File: src/rtl/udma_adc_ts_pkg.sv
// Package for the uDMA ADC timestamp event scheduler.
// Provides the scheduler FSM state type, default parameter values and
// width helpers shared by the top level and the arbiter.
package udma_adc_ts_pkg;

    typedef enum logic [1:0] {
        IDLE   = 2'd0,
        ISSUE  = 2'd1,
        LAUNCH = 2'd2,
        HOLD   = 2'd3
    } sched_state_e;

    localparam int unsigned TS_NUM_CHS_DEF    = 32'd8;
    localparam int unsigned TS_DATA_WIDTH_DEF = 32'd28;
    localparam int unsigned GAP_DEF           = 32'd8;

    // Channel index width; a single-channel build still needs one bit.
    function automatic int unsigned id_width(input int unsigned n);
        if (n > 32'd1) begin
            return $clog2(n);
        end else begin
            return 32'd1;
        end
    endfunction

    // Gap counter width: must hold GAP-1.
    function automatic int unsigned gap_width(input int unsigned gap);
        if (gap > 32'd2) begin
            return $clog2(gap);
        end else begin
            return 32'd1;
        end
    endfunction

endpackage

File: src/rtl/udma_adc_ts_rr_arb.sv
// Combinational rotating-priority arbiter.
// Grants the first requester at or after ptr_i+1, wrapping around.
// Ports:
//   req_i        request vector
//   ptr_i        index of the previously granted requester
//   gnt_onehot_o one-hot grant
//   gnt_idx_o    binary index of the grant
//   gnt_vld_o    at least one request present
module udma_adc_ts_rr_arb
    import udma_adc_ts_pkg::*;
#(
    parameter int unsigned N   = TS_NUM_CHS_DEF,
    localparam int unsigned IDW = id_width(N)
) (
    input  logic [N-1:0]   req_i,
    input  logic [IDW-1:0] ptr_i,
    output logic [N-1:0]   gnt_onehot_o,
    output logic [IDW-1:0] gnt_idx_o,
    output logic           gnt_vld_o
);

    // Scan requesters starting one past the pointer; first hit wins.
    always_comb begin
        logic           found_s;
        logic [IDW-1:0] cand_s;
        int unsigned    pos_s;
        gnt_onehot_o = '0;
        gnt_idx_o    = '0;
        found_s      = 1'b0;
        cand_s       = '0;
        pos_s        = 32'd0;
        for (int unsigned i = 0; i < N; i++) begin
            pos_s  = (32'(ptr_i) + 32'd1 + i) % N;
            cand_s = IDW'(pos_s);
            if (!found_s && req_i[cand_s]) begin
                found_s              = 1'b1;
                gnt_idx_o            = cand_s;
                gnt_onehot_o[cand_s] = 1'b1;
            end else begin
                found_s = found_s;
            end
        end
        gnt_vld_o = found_s;
    end

endmodule

File: src/rtl/udma_adc_ts_evt_sched.sv
// Timestamp event scheduler (ts_clk_i domain).
// Stamps per-channel events with a free-running counter, keeps one stamp
// per channel, round-robins pending channels onto ts_data_o and announces
// each stamp by toggling that channel's ts_valid_o bit. Each toggle is
// followed by GAP quiet cycles so downstream toggle synchronisers never
// see two toggles merge.
// Ports:
//   ts_clk_i, rst_ni  clock, async active-low reset
//   en_i              counter runs / new events accepted
//   cnt_clr_i         synchronous counter clear (wins over increment)
//   ch_mask_i         per-channel event enable
//   evt_i             per-channel single-cycle event pulses
//   ovf_clr_i         clears ovf_o (a same-cycle set wins)
//   ts_valid_o        per-channel toggle, one toggle per stamp
//   ts_data_o         stamp of the last issued event
//   ovf_o             sticky per-channel lost-event flag
//   busy_o            FSM active or anything pending
module udma_adc_ts_evt_sched
    import udma_adc_ts_pkg::*;
#(
    parameter int unsigned TS_NUM_CHS    = TS_NUM_CHS_DEF,
    parameter int unsigned TS_DATA_WIDTH = TS_DATA_WIDTH_DEF,
    parameter int unsigned GAP           = GAP_DEF
) (
    input  logic                     ts_clk_i,
    input  logic                     rst_ni,
    input  logic                     en_i,
    input  logic                     cnt_clr_i,
    input  logic [TS_NUM_CHS-1:0]    ch_mask_i,
    input  logic [TS_NUM_CHS-1:0]    evt_i,
    input  logic                     ovf_clr_i,
    output logic [TS_NUM_CHS-1:0]    ts_valid_o,
    output logic [TS_DATA_WIDTH-1:0] ts_data_o,
    output logic [TS_NUM_CHS-1:0]    ovf_o,
    output logic                     busy_o
);

    localparam int unsigned TS_ID_WIDTH = id_width(TS_NUM_CHS);
    localparam int unsigned GAP_W       = gap_width(GAP);

    logic [TS_DATA_WIDTH-1:0] cnt_q, cnt_d;
    logic [TS_DATA_WIDTH-1:0] stamp_q [TS_NUM_CHS];
    logic [TS_DATA_WIDTH-1:0] stamp_d [TS_NUM_CHS];
    logic [TS_NUM_CHS-1:0]    pending_q, pending_d;
    logic [TS_NUM_CHS-1:0]    ovf_q, ovf_d;
    sched_state_e             state_q, state_d;
    logic [TS_ID_WIDTH-1:0]   ptr_q, ptr_d;
    logic [TS_NUM_CHS-1:0]    gnt_oh_q, gnt_oh_d;
    logic [GAP_W-1:0]         gap_q, gap_d;
    logic [TS_NUM_CHS-1:0]    valid_q, valid_d;
    logic [TS_DATA_WIDTH-1:0] data_q, data_d;

    logic [TS_NUM_CHS-1:0]    accept_s;
    logic [TS_NUM_CHS-1:0]    issue_s;
    logic [TS_NUM_CHS-1:0]    arb_oh_s;
    logic [TS_ID_WIDTH-1:0]   arb_idx_s;
    logic                     arb_vld_s;

    udma_adc_ts_rr_arb #(
        .N (TS_NUM_CHS)
    ) i_rr_arb (
        .req_i        (pending_q),
        .ptr_i        (ptr_q),
        .gnt_onehot_o (arb_oh_s),
        .gnt_idx_o    (arb_idx_s),
        .gnt_vld_o    (arb_vld_s)
    );

    assign accept_s = evt_i & ch_mask_i & {TS_NUM_CHS{en_i}};

    // Channel being drained this cycle (its pending bit clears now).
    always_comb begin
        if (state_q == ISSUE) begin
            issue_s = gnt_oh_q;
        end else begin
            issue_s = '0;
        end
    end

    // Timestamp counter: clear wins over increment, frozen while disabled.
    always_comb begin
        if (cnt_clr_i) begin
            cnt_d = '0;
        end else if (en_i) begin
            cnt_d = cnt_q + {{(TS_DATA_WIDTH-1){1'b0}}, 1'b1};
        end else begin
            cnt_d = cnt_q;
        end
    end

    // Per-channel capture: an event on the issuing channel starts a fresh stamp;
    // an event on a still-pending channel is lost and flagged.
    always_comb begin
        for (int unsigned k = 0; k < TS_NUM_CHS; k++) begin
            if (accept_s[k] && (!pending_q[k] || issue_s[k])) begin
                stamp_d[k] = cnt_q;
            end else begin
                stamp_d[k] = stamp_q[k];
            end

            if (accept_s[k]) begin
                pending_d[k] = 1'b1;
            end else if (issue_s[k]) begin
                pending_d[k] = 1'b0;
            end else begin
                pending_d[k] = pending_q[k];
            end

            if (accept_s[k] && pending_q[k] && !issue_s[k]) begin
                ovf_d[k] = 1'b1;
            end else if (ovf_clr_i) begin
                ovf_d[k] = 1'b0;
            end else begin
                ovf_d[k] = ovf_q[k];
            end
        end
    end

    // FSM state register.
    always_ff @(posedge ts_clk_i or negedge rst_ni) begin
        if (!rst_ni) begin
            state_q <= IDLE;
        end else begin
            state_q <= state_d;
        end
    end

    // FSM next-state logic.
    always_comb begin
        state_d = state_q;
        case (state_q)
            IDLE: begin
                if (arb_vld_s) begin
                    state_d = ISSUE;
                end else begin
                    state_d = IDLE;
                end
            end
            ISSUE:  state_d = LAUNCH;
            LAUNCH: state_d = HOLD;
            HOLD: begin
                if (gap_q == '0) begin
                    state_d = IDLE;
                end else begin
                    state_d = HOLD;
                end
            end
            default: state_d = IDLE;
        endcase
    end

    // FSM outputs: grant capture, data load, toggle and pacing gap.
    always_comb begin
        ptr_d    = ptr_q;
        gnt_oh_d = gnt_oh_q;
        data_d   = data_q;
        valid_d  = valid_q;
        gap_d    = gap_q;
        case (state_q)
            IDLE: begin
                if (arb_vld_s) begin
                    ptr_d    = arb_idx_s;
                    gnt_oh_d = arb_oh_s;
                end else begin
                    ptr_d    = ptr_q;
                    gnt_oh_d = gnt_oh_q;
                end
            end
            ISSUE: begin
                data_d = stamp_q[ptr_q];
            end
            LAUNCH: begin
                valid_d = valid_q ^ gnt_oh_q;
                gap_d   = GAP_W'(GAP - 32'd1);
            end
            HOLD: begin
                if (gap_q != '0) begin
                    gap_d = gap_q - {{(GAP_W-1){1'b0}}, 1'b1};
                end else begin
                    gap_d = gap_q;
                end
            end
            default: begin
                gap_d = '0;
            end
        endcase
    end

    // Datapath and output registers.
    always_ff @(posedge ts_clk_i or negedge rst_ni) begin
        if (!rst_ni) begin
            cnt_q     <= '0;
            pending_q <= '0;
            ovf_q     <= '0;
            ptr_q     <= TS_ID_WIDTH'(TS_NUM_CHS - 32'd1);
            gnt_oh_q  <= '0;
            gap_q     <= '0;
            valid_q   <= '0;
            data_q    <= '0;
            for (int unsigned k = 0; k < TS_NUM_CHS; k++) begin
                stamp_q[k] <= '0;
            end
        end else begin
            cnt_q     <= cnt_d;
            pending_q <= pending_d;
            ovf_q     <= ovf_d;
            ptr_q     <= ptr_d;
            gnt_oh_q  <= gnt_oh_d;
            gap_q     <= gap_d;
            valid_q   <= valid_d;
            data_q    <= data_d;
            for (int unsigned k = 0; k < TS_NUM_CHS; k++) begin
                stamp_q[k] <= stamp_d[k];
            end
        end
    end

    assign ts_valid_o = valid_q;
    assign ts_data_o  = data_q;
    assign ovf_o      = ovf_q;
    assign busy_o     = (state_q != IDLE) | (|pending_q);

endmodule

File: config.mk
export PLATFORM = sky130hd
export DESIGN_NAME = udma_adc_ts_evt_sched
export DESIGN_NICKNAME = d
export VERILOG_FILES = /design/src/rtl/udma_adc_ts_pkg.sv /design/src/rtl/udma_adc_ts_rr_arb.sv /design/src/rtl/udma_adc_ts_evt_sched.sv
export SDC_FILE = /design/constraint.sdc
export NUM_CORES = 1
export LEC_CHECK = 0
export CAP_MARGIN = 30
export CORE_MARGIN = 8
export CORE_UTILIZATION = 40
export DETAILED_ROUTE_END_ITERATION = 8
export PLACE_DENSITY = 0.54
export SETUP_SLACK_MARGIN = 0.4
export SLEW_MARGIN = 10
export SYNTH_ARGS = -nofsm -noshare
export SYNTH_HDL_FRONTEND = slang
export SYNTH_HIERARCHICAL = 1
export SYNTH_SLANG_ARGS = --single-unit
File: constraint.sdc
create_clock -name ts_clk_i -period 5.2 [get_ports ts_clk_i]
set_clock_uncertainty 0.05 [all_clocks]
set_input_delay 0.52 -clock ts_clk_i [delete_from_list [all_inputs] [get_ports ts_clk_i]]
set_output_delay 0.52 -clock ts_clk_i [all_outputs]
set_load 0.01 [all_outputs]
Yosys cells after proc, flatten, opt, wreduce, memory -nomap -nowiden
Index checks and enable logic that the tools add are counted.
{"block": "totals", "regBits": 320, "out_inout_bits": 45}
{"block": "classes", "n_addsub": 10, "n_lt_le_gt_ge": 17, "eq_ne": 4, "mux": 92, "n_bitwise": 12, "n_reduce_logical": 95}
{"op": "$mux W28", "count": 4}
{"op": "$bmux W28 S3", "count": 1}
{"op": "$mux W8", "count": 9}
{"op": "$or A8 B8 Y8", "count": 7}
{"op": "$mux W1", "count": 50}
{"op": "$logic_and A1 B1 Y1", "count": 39}
{"op": "$reduce_bool A2 Y1", "count": 19}
{"op": "$lt A3 B4 Y1 const B", "count": 8}
{"op": "$add A28 B1 Y28 const B", "count": 1}
{"op": "$mux W3", "count": 9}
{"op": "$bmux W1 S3", "count": 8}
{"op": "$demux W1 S3", "count": 8}
{"op": "$ge A3 B1 Y1 const B", "count": 8}
{"op": "$logic_not A1 Y1", "count": 23}
{"op": "$and A8 B8 Y8", "count": 2}
{"op": "$add A3 B3 Y3 const B", "count": 4}
{"op": "$logic_or A1 B1 Y1", "count": 8}
{"op": "$pmux W2 S4", "count": 1}
{"op": "$reduce_or A8 Y1", "count": 1}
{"op": "$xor A8 B8 Y8", "count": 1}
{"op": "$add A3 B1 Y3 const B", "count": 2}
{"op": "$add A3 B2 Y3 const B", "count": 2}
{"op": "$pmux W3 S2", "count": 1}
{"op": "$eq A2 B2 Y1 const B", "count": 2}
{"op": "11 further kinds", "count": 12}

Longest topological paths before layout
Gate-level depths: netlist (run 1).
{"block": "depth", "word_depth": 27, "depth_mapped": 15, "depth_no_buf": 10}

Modules after synthesis
The synthesis (run 1) kept the hierarchy.
{"mod": "udma_adc_ts_evt_sched", "instances": 1, "cells_per_inst": 990, "area_each_um2": 14156.1, "seq_area_each_um2": 8011.4}
{"mod": "udma_adc_ts_rr_arb", "instances": 1, "cells_per_inst": 179, "area_each_um2": 1385.1, "seq_area_each_um2": 0.0}

Worst setup path after synthesis (run 1)
No wires, ideal clock.
{"block": "synth_path", "path_type": "reg2reg", "from": "register ptr_q[0]", "to": "register gnt_oh_q[0]", "setup_ps": 125, "arrival_time_ps": 3614, "required_ps": 5025, "path_slack_ps": 1411, "stages_incl_launch_ff": 14, "path_buffers": 4, "synth_period_minus_slack_ps": 3789, "path_cell_list": "dfstp_2 > buf_4 > inv_1 > clkbuf_1 > ha_1 > buf_6 > mux4_2 > nor2_1 > mux4_2 > o211a_1 > nand3_1 > and2_1 > clkbuf_1 > mux2_2"}
{"block": "synth_via", "elab_chain_cells": 26, "word_cells_on_any_way": 102}
{"item": "from (decl)", "line": "udma_adc_ts_evt_sched.sv:47", "rtl": "logic [TS_ID_WIDTH-1:0] ptr_q, ptr_d;"}
{"item": "from (signal assigned)", "line": "udma_adc_ts_evt_sched.sv:195", "rtl": "ptr_q <= TS_ID_WIDTH'(TS_NUM_CHS - 32'd1);"}
{"item": "from (signal assigned)", "line": "udma_adc_ts_evt_sched.sv:207", "rtl": "ptr_q <= ptr_d;"}
{"item": "$add A3 B1 Y3 (*)", "line": "udma_adc_ts_rr_arb.sv:33", "rtl": "pos_s = (32'(ptr_i) + 32'd1 + i) % N;"}
{"item": "parallel branches: the longest is 23 deep, another holds $add A3 B1 Y3"}
{"item": "$mux W1 (*)", "line": "udma_adc_ts_rr_arb.sv:35", "rtl": "if (!found_s && req_i[cand_s]) begin"}
{"item": "via arb_vld_s", "line": "udma_adc_ts_evt_sched.sv:57", "rtl": "logic arb_vld_s;"}
{"item": "$reduce_and A2 Y1 (no line) (*)"}
{"item": "to (signal assigned)", "line": "udma_adc_ts_evt_sched.sv:208", "rtl": "gnt_oh_q <= gnt_oh_d;"}
{"item": "to (decl)", "line": "udma_adc_ts_evt_sched.sv:48", "rtl": "logic [TS_NUM_CHS-1:0] gnt_oh_q, gnt_oh_d;"}
Mark *: on every way through the listed nets, which the timed path passes. The select of a mux whose other input is x is not followed.
A chain may end at the register's enable or synchronous reset.

Worst setup path after layout (run 1)
{"block": "layout_path", "from": "register ptr_q[0]", "to": "register gnt_oh_q[4]"}
The elaborated chain is that of the path after synthesis.

==> flow_metrics.py, run 1 <==
metrics = {
    "status": {
        "status": "finished, violations left",
        "violations": "hold timing",
    },
    "clocking": {
        "cts_made_buffers": 38,
        "h-tree-depth": 2,
        "cts_tree": "built",
        "path_clk_slew_ns": 0.06,
        "holdBufCountCts": 0,
        "post-cts-setup-buffers": 0,
        "root_buffer": "clkbuf_16",
        "cts_resized": 0,
        "clk-insertion-delay-late_ns": 0.55,
        "clock_path_buffers": 3,
        "cts_num_sinks": 320,
    },
    "worst_setup_path": {
        "cp.depth": 9,
        "cp-start-kind": "register",
        "worstSetupPathType": "register to register",
        "path_delay_family": "multiplexers",
        "cp_data_required_time_ns": 5.58,
        "critical_path.endpoint_type": "register",
        "cp_max_fo": 16,
        "cp_cell_sequence": "inv_1 -> ha_1 -> mux4_2 -> nor2_1 -> a32o_1 -> o211a_1 -> nand3_1 -> and2_1 -> mux2_2",
        "worst_ep_arrival_time_ns": 4.43,
        "critPathSlowestCell": "ha_1",
        "slowest_delay_ns": 0.74,
        "path_buf_inv": 1,
        "rr_worst_depth": 9,
    },
    "floorplanning": {
        "core_area_um2": 38470,
        "die_h_um": 213.1,
        "die_area_um2": 45420,
        "io_pins": 66,
        "initial_core_util_pct": 40.40,
        "die_x_um": 213.1,
        "fp-row-count": 72,
    },
    "synth": {
        "synth_top_area_share_pct": 51.04,
        "synthCells": 1169,
        "syn_nets": 1195,
        "synth_area_leaders": "dfrtp_1 51%, mux2_2 17%, mux4_2 10%",
        "dominantRegCellSynth": "dfrtp_1",
        "yosysWarnings": 6,
        "synth_top_area_cell": "dfrtp_1",
        "synth_area_per_cell_um2": 13.29,
        "syn_area_um2": 15540,
        "synth_edf_count": 0,
        "ys_seq_elements": 320,
        "ys_async_sr_fraction_pct": 100.0,
        "yosysSeqAreaShare_pct": 51.55,
        "ys_types": 67,
    },
    "finish": {
        "layout-drive-gt1-share_pct": 32.82,
        "layoutNonFillerInstCount": 1752,
        "design_area_um2": 17870,
        "final_nets": 1235,
        "area_growth_pct": 14.97,
        "diodes": 0,
        "n_fill_cell": 3482,
    },
    "sta": {
        "setup_viol": 0,
        "maxSlewViolCount": 0,
        "finalCritPeriodShare_pct": 77.91,
        "worst_pin_slew_ns": 1.012,
        "whs_ns": -0.01851,
        "fmax_ghz": 0.2468,
        "period_minus_slack_ns": 4.051,
        "hold_violations": 27,
        "setup_tns_ns": 0,
        "relSlewSlack_pct": 32.36,
        "rsz0062_at_grt": "no",
    },
    "pwr": {
        "p_per_area_nw_per_um2": 295.8,
        "irDropWorstVdd_uv": 232.9,
        "p_leak_uw": 0.008114,
        "power_uw": 5285,
    },
    "route": {
        "wirelength_mm": 37.44,
        "drtIter0Drc": 476,
        "drc": 0,
        "dr.pass1.iters": 5,
        "vias_per_cell": 5.529,
        "vias": 9686,
        "ant_nets": 0,
        "wl_per_cell_um": 21.37,
    },
    "global_routing": {
        "grt_pass1_wl_mm": 60.24,
        "track_usage_pct": 16.92,
        "grt_pass1_vias": 10070,
        "antenna_found_initial": 0,
        "grt_max_degree": 117,
        "grt-ovfl-total": 0,
    },
    "job": {
        "cap_violations": 0,
    },
    "placement": {
        "place_inst": 1686,
        "io_buffers": 65,
        "place.gp.congestion": 0.8417,
        "dpl-instance-area_um2": 16610,
        "place_hpwl_mm": 22.58,
    },
    "hold_path": {
        "hold_path_class": "input port to async pin",
    },
}
==> layout make-up <==
class	count	area (um2)	area share (%)
sequential	320	8015	44.86
multi-input combinational	738	7024	39.31
clock buffer	57	1132	6.338
timing repair buffer	89	868.3	4.860
tap	518	648.1	3.627
clock inverter	8	96.34	0.5392
inverter	22	82.58	0.4622
==> kinds of logic (layout without fill, tap and decap cells) <==
family	count (synthesis)	in the layout	synth area share [%]
mux	347	347	30.01
compound gates	147	147	6.570
simple gates	216	216	6.731
xor+xnor	23	23	1.473
fa+ha+maj	5	5	0.4025
buf+inv	111	176	3.269
flops	320	320	51.55
==> cell usage after synthesis, types with 4 or more instances <==
| cell | number |
|---|---|
| or4_1 | 12 |
| a211oi_1 | 5 |
| nand2b_1 | 6 |
| nand3_1 | 22 |
| buf_1 | 6 |
| nor3_1 | 7 |
| nor2_1 | 36 |
| xor2_1 | 8 |
| buf_2 | 16 |
| ha_1 | 5 |
| or3_1 | 5 |
| buf_4 | 17 |
| o31ai_1 | 13 |
| a21o_1 | 4 |
| and4_1 | 4 |
| o21ai_0 | 43 |
| mux2i_1 | 37 |
| mux2_1 | 7 |
| mux2_2 | 231 |
| a31oi_1 | 5 |
| a21oi_4 | 8 |
| inv_1 | 22 |
| and2_1 | 4 |
| o22ai_1 | 11 |
| a21oi_1 | 26 |
| nand4_1 | 6 |
| xnor2_1 | 13 |
| nand2_1 | 93 |
| mux4_2 | 71 |
| clkbuf_1 | 49 |
| dfrtp_1 | 317 |
==> final timing paths <==
path,startpoint,endpoint,slack [ns]
max in group asynchronous,rst_ni,stamp_q[77]$_DFFE_PN0P_,3.85
setup / recovery,ptr_q[0]$_DFFE_PN1P_,gnt_oh_q[4]$_DFFE_PN0P_,1.15
hold / removal,rst_ni,stamp_q[172]$_DFFE_PN0P_,-0.02
min in group ts_clk_i,ts_valid_o[0]$_DFFE_PN0P_,ts_valid_o[0]$_DFFE_PN0P_,0.41
hold reg to reg,ts_valid_o[0]$_DFFE_PN0P_,ts_valid_o[0]$_DFFE_PN0P_,0.41
setup reg to reg,ptr_q[0]$_DFFE_PN1P_,gnt_oh_q[4]$_DFFE_PN0P_,1.15
==> per-stage QoR <==
step	util, %	setup WS, ns
after floorplan	-	1.411
after global placement	43.18	1.238
after detailed placement	43.18	1.154
after CTS	46.38	1.160
after global routing	46.45	0.9603
final	46.45	1.149
==> flip-flops by register name, indices dropped and copies added (netlist names) <==
signal and cells:
cnt_q 28, ptr_q 3, ts_data_o 28, gnt_oh_q 8, pending_q 8, ts_valid_o 8
state_q 2, stamp_q 224, ovf_o 8, gap_q 3
==> report_power, final <==
part           internal (uW)  switching [uW]  leakage, uW  total, uW
Clock                   1560            1050     0.000600       2610
Combinational           54.6            89.4      0.00315        144
Sequential              2510            20.4      0.00436       2530
Total                   4120            1160      0.00811       5290
==> cells in the final DEF (no fill, tap or decap), types with 6 or more instances in the layout <==
cell type,count
dfrtp_1,317
mux2_2,231
nand2_1,92
mux4_2,71
clkdlybuf4s50_1,64
o21ai_0,43
clkbuf_16,38
mux2i_1,37
nor2_1,36
a21oi_1,26
inv_1,22
nand3_1,22
buf_4,22
o31ai_1,13
xnor2_1,13
or4_1,12
o22ai_1,11
clkbuf_8,11
a21oi_4,8
xor2_1,8
clkbuf_1,8
nor3_1,7
mux2_1,7
nand2b_1,6
nand4_1,6
==> worst reg2reg max path, delay by kind of cell (launching register included) <==
family	cells	cell delay, ns
and+or+nand+nor	3	0.71
muxes	2	1.07
AOI/OAI and AO/OA	2	0.69
buffers and inverters	1	0.05
adders and majority gates	1	0.74
DFF	1	0.62
==> routing by layer <==
layer / share of wire, % / track usage [%] / wire, um
met5: 0 / 0 / 0
met1: 47 / 23.35 / 17680
met3: 3.0 / 2.539 / 1117
met2: 48 / 27.69 / 17960
met4: 1.8 / 4.403 / 681
Power figures use the tool's default switching activity.
==> run 2, diff against run 1 <==
- PLACE_DENSITY: 0.54 -> 0.57
- clock period: 5.2 -> 3.5 ns (I/O delays scaled with it)
==> run 2 against run 1 <==
Net effect: the run now ends clean; wire length fell by 2.8%; register-to-register slack got worse by 0.99 ns; cell count rose by 2.6%; power rose by 48%; combinational power rose by 62%; largest cell class unchanged.
==> flow_metrics.py, run 2 (synthesized netlist as in run 1, its figures left out) <==
metrics = {
    "status": {
        "status": "completed",
    },
    "floorplanning": {
        "fp-row-count": 72,
        "initial_core_util_pct": 40.40,
        "die_x_um": 213.1,
        "die_area_um2": 45420,
        "io_pins": 66,
        "die_h_um": 213.1,
        "core_area_um2": 38470,
    },
    "clocking": {
        "path_clk_slew_ns": 0.06,
        "cts_tree": "built",
        "h-tree-depth": 2,
        "clock_path_buffers": 3,
        "cts_made_buffers": 37,
        "root_buffer": "clkbuf_16",
        "clk-insertion-delay-late_ns": 0.55,
        "cts_num_sinks": 320,
    },
    "worst_setup_path": {
        "worstReg2RegEnd": "gnt_oh_q[7]$_DFFE_PN0P_",
        "r2r_start": "ptr_q[0]$_DFFE_PN1P_",
        "r2r_slack_ns": 0.16,
        "cp_data_required_time_ns": 3.93,
        "worst_ep_arrival_time_ns": 3.77,
        "rr_worst_depth": 10,
        "critical_path.endpoint_type": "register",
        "endpoint": "gnt_oh_q[7]$_DFFE_PN0P_",
        "cp_max_fo": 4,
        "cp-start-kind": "register",
        "worstSetupPathType": "register to register",
        "cp-startpoint": "ptr_q[0]$_DFFE_PN1P_",
    },
    "sta": {
        "period_minus_slack_ns": 3.338,
        "relSlewSlack_pct": 36.01,
        "finalCritPeriodShare_pct": 95.38,
        "setup_viol": 0,
        "whs_ns": 0.3828,
        "rsz0062_at_grt": "yes",
        "hold_violations": 0,
        "layout_setup_ws_ns": 0.1616,
        "fmax_ghz": 0.2995,
        "worst_pin_slew_ns": 0.9598,
        "maxSlewViolCount": 0,
    },
    "job": {
        "cap_violations": 0,
    },
    "finish": {
        "largest_reg_flops": 224,
        "diodes": 0,
        "layout-drive-gt1-share_pct": 37.19,
        "final_nets": 1279,
        "final_util_pct": 47.93,
        "final_common_cell": "dfrtp_1",
        "layoutNonFillerInstCount": 1798,
        "largest_register": "stamp_q",
        "layout_common_cells": "317 x dfrtp_1, 226 x mux2_2, 92 x nand2_1",
        "area_growth_pct": 18.63,
    },
    "placement": {
        "io_buffers": 65,
        "dp_slack_ns": 0.1397,
        "place_inst": 1706,
        "place_hpwl_mm": 22.48,
        "place.gp.congestion": 0.8536,
    },
    "route": {
        "vias": 9834,
        "wirelength_mm": 36.40,
        "vias_per_cell": 5.469,
        "ant_nets": 0,
        "dr.pass1.iters": 5,
        "wl_per_cell_um": 20.25,
        "drc": 0,
        "drtIter0Drc": 429,
    },
    "hold_path": {
        "hold_path_class": "input port to async pin",
    },
    "global_routing": {
        "grt-ovfl-total": 0,
        "grt_pass1_vias": 10447,
        "track_usage_pct": 16.69,
        "antenna_found_initial": 0,
        "grt_max_degree": 101,
        "grt_pass1_wl_mm": 59.78,
    },
    "pwr": {
        "p_per_area_nw_per_um2": 423.9,
        "power_uw": 7815,
        "irDropWorstVdd_uv": 332.5,
        "p_leak_uw": 0.008389,
    },
}
run 2: area by class of cell:
cell class              count  area (um2)
clock buffers              53        1076
flip-flops and latches    320        8015
inverters                  22       85.08
repair buffers            133        1266
multi-input cells         739        7204
fillers                  3499       20030
clock inverters            13       141.4
well taps                 518       648.1
run 2: how the worst min path moves through the flow:
stage	start	end	slack, ns	cells after the start
after floorplan	rst_ni	cnt_q[0]$_DFFE_PN0P_	0.004	0
after global placement	rst_ni	stamp_q[145]$_DFFE_PN0P_	0.41	1
after detailed placement	rst_ni	stamp_q[145]$_DFFE_PN0P_	0.41	1
after CTS	evt_i[0]	pending_q[0]$_DFFE_PN0P_	0.41	3
after global routing	rst_ni	stamp_q[172]$_DFFE_PN0P_	0.44	2
final	rst_ni	stamp_q[145]$_DFFE_PN0P_	0.38	2
run 2: routing by layer:
layer  track usage, %  part of all wire (%)  vias up
met4            5.973                   2.4        0
met2            26.85                    48      176
met1            22.76                    46     5117
li1                 -                     -     4479
met3            2.539                   3.2       62
met5                0                     0        -
run 2: timing repair:
item	in CTS	in global routing
pin swaps	9	9
resized for setup	37	8
endpoints found under the hold margin	93	0
cloned	1	0
hold buffers	1	0
setup endpoints to repair	11	11
setup buffers	23	1
run 2: metrics by stage:
step           area (um2)  setup TNS (ns)
2_1_floorplan       15570         -0.1183
3_3_place_gp        16820               0
3_5_place_dp        16840               0
4_1_cts             18400               0
5_1_grt             18440               0
6_report            18440               0
run 2: worst max-delay path, cell delays in order (launching register included):
cell and delay [ns]:
dfstp_4 0.63, inv_4 0.04, ha_4 0.28, mux4_2 0.56
or2_0 0.22, mux4_2 0.50, a21oi_2 0.15, a31oi_1 0.14
o32a_1 0.39, o22ai_1 0.15, mux2_4 0.16
run 2: report_power, final:
part	internal [uW]	total, uW	switching (uW)
registers	3730	3750	25.4
clock network	2300	3830	1530
logic	92.6	233	140
==> run 3, diff against run 2 <==
- MAX_ROUTING_LAYER: default -> met4
==> run 3 against run 2 <==
Net effect: power is 3.6% lower; core utilization hardly changed; highest routed layer unchanged; cell count is 0.11% lower; non-clock buffer count is 5 higher; critical path type unchanged; sequential power hardly changed; fmax hardly changed; largest cell class unchanged.
==> flow_metrics.py, run 3 (synthesized netlist as in run 1, its figures left out) <==
metrics = {
    "route": {
        "wl_per_cell_um": 20.46,
        "vias_per_cell": 5.536,
        "drtIter0Drc": 474,
        "vias": 9942,
        "wirelength_mm": 36.75,
        "drc": 0,
        "ant_nets": 0,
        "dr.pass1.iters": 5,
    },
    "job": {
        "cap_violations": 0,
    },
    "sta": {
        "fmax_ghz": 0.2997,
        "rsz0062_at_grt": "yes",
        "finalCritPeriodShare_pct": 95.35,
        "setup_viol": 0,
        "relSlewSlack_pct": 36.23,
        "whs_ns": 0.3885,
        "maxSlewViolCount": 0,
        "worst_pin_slew_ns": 0.9565,
        "layout_setup_ws_ns": 0.1628,
        "period_minus_slack_ns": 3.337,
        "hold_violations": 0,
    },
    "global_routing": {
        "grt-ovfl-total": 0,
        "grt_pass1_wl_mm": 58.96,
        "antenna_found_initial": 0,
        "track_usage_pct": 16.98,
        "grt_max_degree": 107,
        "grt_pass1_vias": 10296,
    },
    "finish": {
        "layout-drive-gt1-share_pct": 37.40,
        "area_growth_pct": 18.68,
        "diodes": 0,
        "layout_common_cells": "317 x dfrtp_1, 222 x mux2_2, 91 x nand2_1",
        "final_nets": 1284,
        "largest_reg_flops": 224,
        "largest_register": "stamp_q",
        "final_common_cell": "dfrtp_1",
        "final_util_pct": 47.95,
        "n_fill_cell": 3427,
        "seqCellArea_um2": 8015,
        "multi_input_area_um2": 7264,
    },
    "worst_setup_path": {
        "worst_ep_arrival_time_ns": 3.76,
        "cp-start-kind": "register",
        "cp_max_fo": 6,
        "worstSetupPathType": "register to register",
        "critical_path.endpoint_type": "register",
        "cp_data_required_time_ns": 3.92,
    },
    "status": {
        "status": "completed",
    },
    "clocking": {
        "path_clk_slew_ns": 0.06,
        "cts_tree": "built",
        "h-tree-depth": 2,
        "root_buffer": "clkbuf_16",
        "cts_made_buffers": 37,
        "clock_path_buffers": 3,
        "clk-insertion-delay-late_ns": 0.53,
        "cts_num_sinks": 320,
    },
    "floorplanning": {
        "die_x_um": 213.1,
        "initial_core_util_pct": 40.40,
        "core_area_um2": 38470,
        "io_pins": 66,
        "die_h_um": 213.1,
        "fp-row-count": 72,
        "die_area_um2": 45420,
    },
    "placement": {
        "place_hpwl_mm": 22.57,
        "io_buffers": 65,
        "dp_slack_ns": 0.1398,
        "place.gp.congestion": 0.8741,
    },
    "hold_path": {
        "hold_path_class": "input port to async pin",
    },
    "pwr": {
        "irDropWorstVdd_uv": 366.9,
        "p_leak_uw": 0.008351,
        "p_per_area_nw_per_um2": 408.5,
    },
}
-- run 3: cell types whose count changed in the layout (fill, tap and decap cells not counted), sizes merged --
cell	delta
and2	-1
clkinv	-5
clkbuf	+1
inv	-1
bufinv	-2
buf	+5
mux4	+1
-- run 3: path summary, 6_finish.rpt --
| path | to | depth (start not counted) | slack [ns] | start |
|---|---|---|---|---|
| setup reg to reg | gnt_oh_q[2]$_DFFE_PN0P_ | 13 | 0.16 | ptr_q[0]$_DFFE_PN1P_ |
| max in group asynchronous | ts_data_o[20]$_DFFE_PN0N_ | 3 | 2.01 | rst_ni |
| hold reg to reg | ts_valid_o[4]$_DFFE_PN0P_ | 1 | 0.42 | ts_valid_o[4]$_DFFE_PN0P_ |
| setup / recovery | gnt_oh_q[2]$_DFFE_PN0P_ | 13 | 0.16 | ptr_q[0]$_DFFE_PN1P_ |
| min in group ts_clk_i | ts_valid_o[4]$_DFFE_PN0P_ | 1 | 0.42 | ts_valid_o[4]$_DFFE_PN0P_ |
| hold / removal | stamp_q[32]$_DFFE_PN0P_ | 2 | 0.39 | rst_ni |
-- run 3: worst max-delay path, stage by stage (launching register included) --
cell and delay, ns:
dfstp_4 0.63, inv_4 0.04, ha_4 0.31, mux4_2 0.53
buf_6 0.14, buf_6 0.12, buf_4 0.13, o32ai_1 0.50
nand2_1 0.14, o41ai_2 0.08, buf_4 0.18, mux2i_2 0.07
o22ai_1 0.19, mux2_4 0.16
-- run 3: layout make-up --
cell class                 count  area share [%]
clock buffer                  54           5.698
clock inverter                 5          0.1967
inverter                      22          0.4613
multi-input combinational    739           39.39
sequential                   320           43.46
tap                          518           3.514
timing repair buffer         138           7.286
-- run 3: per-stage QoR --
| stage | cell area, um2 | TNS [ns] | power (uW) | instances |
|---|---|---|---|---|
| CTS | 18330 | 0 | 7654 | 1790 |
| detailed placement | 16880 | 0 | 4058 | 1708 |
| global placement | 16860 | 0 | 4053 | 1707 |
| finish | 18440 | 0 | 7534 | 1796 |
| floorplan | 15570 | -0.1183 | 3897 | 1169 |
| global route | 18440 | 0 | 7817 | 1796 |
-- run 3: report_power, final --
group	internal, uW	switching [uW]	total (uW)	leakage (uW)
Sequential	3730	25.7	3750	0.00436
Combinational	95.1	140	235	0.00346
Clock	2070	1480	3540	0.000534
Total	5890	1640	7530	0.00835
-- run 3: per-layer routing --
metal,routed length [um],global-route usage (%)
met1,16820,22.62
met2,17800,26.59
met3,1235,2.554
met4,891,5.402
met5,0,-
-- run 3: what timing repair did --
item	in CTS	in global routing
endpoints found under the setup margin	11	11
cloned	1	0
endpoints found under the hold margin	97	0
pin swaps	19	19
hold buffers	1	0
buffers inserted	21	6
resized for setup	45	17
